[config.mk]
export PLATFORM = sky130hd
export DESIGN_NAME = bcd_to_bin_converter
export DESIGN_NICKNAME = d
export VERILOG_FILES = /design/src/rtl/bcd_to_bin_converter.sv
export SDC_FILE = /design/constraint.sdc
export NUM_CORES = 1
export LEC_CHECK = 0
export ABC_AREA = 1
export BUFFER_PORTS_ARGS = -buffer_cell sky130_fd_sc_hd__buf_2
export CORE_MARGIN = 2
export CORE_UTILIZATION = 55
export CTS_CLUSTER_DIAMETER = 60
export DETAILED_ROUTE_END_ITERATION = 16
export GPL_ROUTABILITY_DRIVEN = 1
export PLACE_DENSITY = 0.78
export SLEW_MARGIN = 20
export SYNTH_ARGS = -nofsm -noshare
export SYNTH_HDL_FRONTEND = slang
export SYNTH_SLANG_ARGS = --single-unit
[constraint.sdc]
create_clock -name clk -period 2.6 [get_ports clk]
set_input_delay 0.13 -clock clk [delete_from_list [all_inputs] [get_ports clk]]
set_output_delay 0.13 -clock clk [all_outputs]
set_load 0.02 [all_outputs]
[src/rtl/bcd_to_bin_converter.sv]
// Sequential packed-BCD to binary converter: one multiply-by-10-and-add step per digit, MSD first.
// Optional macro BCD_CHECK_EN flags digits above 9 on err_out; without it err_out is tied low.
module bcd_to_bin_converter #(
    parameter int DIGITS = 2,
    parameter int BIN_W  = 7
) (
    input  logic                  clk,
    input  logic                  rst_n,
    input  logic [4*DIGITS-1:0]   bcd_in,
    input  logic                  valid_in,
    output logic                  ready_in,
    output logic [BIN_W-1:0]      bin_out,
    output logic                  valid_out,
    input  logic                  ready_out,
    output logic                  err_out
);

    localparam int CNT_W = $clog2(DIGITS + 1);
    localparam logic [CNT_W-1:0] LAST_CNT = CNT_W'(DIGITS - 1);

`ifdef BCD_CHECK_EN
    localparam logic CHECK_EN = 1'b1;
`else
    localparam logic CHECK_EN = 1'b0;
`endif

    typedef enum logic [1:0] {
        IDLE = 2'd0,
        CONV = 2'd1,
        DONE = 2'd2
    } state_t;

    state_t                 state_r;
    logic [BIN_W-1:0]       acc_r;
    logic [CNT_W-1:0]       cnt_r;
    logic [4*DIGITS-1:0]    shift_r;
    logic                   err_r;
    logic [BIN_W-1:0]       bin_out_r;
    logic                   err_out_r;
    logic                   valid_out_r;

    logic [3:0]             digit_s;
    logic [BIN_W-1:0]       acc_next_s;
    logic                   err_next_s;

    function automatic logic digit_invalid(input logic [3:0] d);
        return (d > 4'd9);
    endfunction

    // Next accumulator value and error flag for the digit currently at the top of the shift register
    always_comb begin
        digit_s    = shift_r[4*DIGITS-1 -: 4];
        acc_next_s = (acc_r << 3) + (acc_r << 1) + BIN_W'(digit_s);
        if (CHECK_EN) begin
            err_next_s = err_r | digit_invalid(digit_s);
        end else begin
            err_next_s = 1'b0;
        end
    end

    // Control FSM with conversion datapath and registered result outputs
    always_ff @(posedge clk or negedge rst_n) begin
        if (!rst_n) begin
            state_r     <= IDLE;
            acc_r       <= '0;
            cnt_r       <= '0;
            shift_r     <= '0;
            err_r       <= 1'b0;
            bin_out_r   <= '0;
            err_out_r   <= 1'b0;
            valid_out_r <= 1'b0;
        end else begin
            case (state_r)
                IDLE: begin
                    if (valid_in) begin
                        shift_r <= bcd_in;
                        acc_r   <= '0;
                        cnt_r   <= '0;
                        err_r   <= 1'b0;
                        state_r <= CONV;
                    end
                end
                CONV: begin
                    acc_r   <= acc_next_s;
                    shift_r <= shift_r << 4;
                    cnt_r   <= cnt_r + CNT_W'(1);
                    err_r   <= err_next_s;
                    // Final digit: publish the result in the same edge that enters DONE
                    if (cnt_r == LAST_CNT) begin
                        state_r     <= DONE;
                        bin_out_r   <= acc_next_s;
                        err_out_r   <= err_next_s;
                        valid_out_r <= 1'b1;
                    end
                end
                DONE: begin
                    if (ready_out) begin
                        state_r     <= IDLE;
                        valid_out_r <= 1'b0;
                    end
                end
                default: begin
                    state_r     <= IDLE;
                    valid_out_r <= 1'b0;
                end
            endcase
        end
    end

    assign ready_in  = (state_r == IDLE);
    assign bin_out   = bin_out_r;
    assign err_out   = err_out_r;
    assign valid_out = valid_out_r;

endmodule

==> results.toml <==
[outcome]
run_status = "complete, no violations"

[setup_path]
timing.rr.end = "bin_out[6]"
timing.reg2reg.worst_path_depth = 10
cp-start-kind = "flop"
worstSetupEndpointType = "flop"
crit_type = "reg -> reg"
reg2reg_setup_slack_ps = 510
critPathRequiredTime_ps = 2840
critical_path.max_fanout = 2
worstPathArrival_ps = 2330
worst_r2r_startpoint = "acc_r[0]"

[grt]
globalRouteOverflowTotal = 0
pin_count_of_the_biggest_net_entering_global_routing = 27
grt_pass1_wl_um = 4270
grt_antenna_before_repair = 0
grt.met1_usage = 0.258
globalRoute.busiestLayer = "met2"
met2_usage = 0.356
first_global_vias = 980
overall_routing_resource_usage = 0.210
met3_usage = 0.0278

[routing]
detail_route.wirelength_um = 2630
ant_nets = 0
vias_per_cell = 5.29
drcViolationCount = 0
drt_pass1_iterations = 4
initial_detailed_routing_violation_count = 18
vias = 1026
route.detailed.wl_per_inst_um = 13.5

[sta]
setup_repair_after_global_routing_missed_its_margin = "no"
period_minus_slack_ps = 2090
final-setup-viol-count = 0
max_slew_margin = 0.619
timing.hold.ws_ps = 16.0
final_cycle_share = 0.802
timing.setup.tns_ps = 0
max_clock_freq_mhz = 479
worstMarginPinSlew_ps = 572
report.final.slew_viol_count = 0
skew_ps = 2.54
fin_hold_viols = 0

[clock_network]
post_cts_resize_count = 0
cts_root_buf = "clkbuf_4"
tritoncts_clock_tree = "done"
tritoncts_num_sinks = 26
clock_transition_at_the_registers_of_the_reported_paths_ps = 140
cts_buffers = 3
cts-htree-levels = 1
clock_latency_ps = 330
clockBufferDepth = 2
post-cts-setup-buffer-count = 0

[logic_synthesis]
post_synth_instance_area_um2 = 1370
synthCells = 143
synth-warning-count = 0
synth_sequential_area_ratio = 0.474
share_of_the_synthesized_area_in_compound_gates_ao_oa_aoi_oai = 0.122
yosys.area_share.adder = 0.111
synth_xor_xnor_area_share = 0.00638
combinational_family_with_the_most_area_after_synthesis = "simple AND/OR/NAND/NOR gates"
ys_types = 24
post_synth_mux_area_share = 0
synthesis.area_per_instance_um2 = 9.61
yosys_register_bits = 26
synth_simple_gate_area_frac = 0.201
syn_nets = 166

[placement]
place_area_um2 = 1480
place.gp.congestion = 0.853
io_buffers = 20
hpwlAfterDp_um = 1970

[die]
fp.dieW_um = 54.0
design.portCount = 22
rows = 18
die_height_um = 54.0
std_cell_core_area_um2 = 2430
initial_standard_cell_utilization_of_the_core = 0.565
design.die.area_um2 = 2910

[min_path]
worstHoldEndpoint = "shift_r[2]"
min-delay-start = "bcd_in[2]"
worstHoldPathType = "in -> reg"
whs_path_depth = 3

[layout]
most-common-layout-cells = "26 x dfrtp_1, 22 x nand2_1, 20 x inv_1, 20 x nand3_1, 20 x buf_2"
finalInstanceArea_um2 = 1520
syn2layout_area_growth_pct = 10.8
layout.nets = 188
n_antenna_cell = 0
n_fill_cell = 228
most_common_cell_after_layout_fill_and_taps_aside = "dfrtp_1"
drive_gt1_frac = 0.244

[pwr]
worst_ir_drop_vdd_mv = 0.929
power_leakage_uw = 0.000811
design_power_uw = 2130
power-per-cell-area_nw_per_um2 = 1400

[job]
max-cap-violations = 0
-- logic make-up after synthesis --
logic type,count (synthesis)
buffers and inverters,25
XOR/XNOR,1
flip-flops,26
other,1
AND/OR/NAND/NOR,55
adder cells (fa/ha/maj),11
AO/OA/AOI/OAI,24
-- how the worst max path moves through the flow --
stage | from | end | slack, ps | depth (start not counted)
floorplan | acc_r[0] | bin_out[6] | 710 | 10
global placement | acc_r[0] | bin_out[6] | 670 | 10
detailed placement | acc_r[0] | bin_out[6] | 540 | 10
CTS | acc_r[0] | bin_out[6] | 510 | 10
global route | acc_r[0] | bin_out[6] | 450 | 10
finish | acc_r[0] | bin_out[6] | 510 | 10
-- final cells by class --
class / count / area (um^2) / area share
Inverter: 21 / 78.8 / 0.0518
Multi-Input combinational cell: 92 / 609 / 0.400
Timing Repair Buffer: 21 / 110 / 0.0723
Clock buffer: 4 / 36.3 / 0.0238
Tap cell: 30 / 37.5 / 0.0247
Sequential cell: 26 / 651 / 0.427
-- worst max-delay path: stages (launching register included) --
cell	delay [ps]
dfrtp_1	390
inv_1	80
fa_1	540
inv_1	80
fa_1	450
nand3_1	110
nand3_1	100
inv_1	70
nand2_1	50
nand3_1	70
nand2_1	50
-- per-stage QoR --
stage                     cells   util  setup slack [ps]
after global placement      189  0.607               673
after CTS                   194  0.626               510
after detailed placement    189  0.607               543
final                       194  0.626               514
after floorplan             143      -               713
after global routing        194  0.626               445
-- power breakdown --
part           internal [uW]  switching [uW]
registers                598             121
logic                    431             770
clock network           85.9             125
total                   1110            1020
-- state kept, by name, summed over array words and instances, names as in the netlist --
register	flops
valid_out	1
cnt_r	2
bin_out	7
shift_r	8
state_r	2
acc_r	6
-- synthesized netlist by cell type (all sizes together) --
cell	number	area, um^2
or2	1	6.26
fa	2	40.0
o21ai	15	101
dfrtp	26	651
o22ai	7	56.3
buf	4	35.0
nor3	1	5.00
inv	21	78.8
conb	1	3.75
nand3	20	100
a21oi	2	10.0
xnor2	1	8.76
nand3b	1	7.51
ha	9	113
nor2	7	41.3
nand2	25	116
-- routing by layer --
| layer | vias to the layer above | share of wire |
|---|---|---|
| li1 | 510 | - |
| met1 | 482 | 0.43 |
| met2 | 24 | 0.51 |
| met3 | 10 | 0.034 |
| met4 | 0 | 0.029 |
| met5 | - | 0 |
-- what timing repair did --
item	4_1_cts	5_1_grt
hold buffers	1	0
hold endpoints to repair	26	0
endpoints found under the setup margin	0	0
No activity file was read; power rests on OpenSTA's default activity.
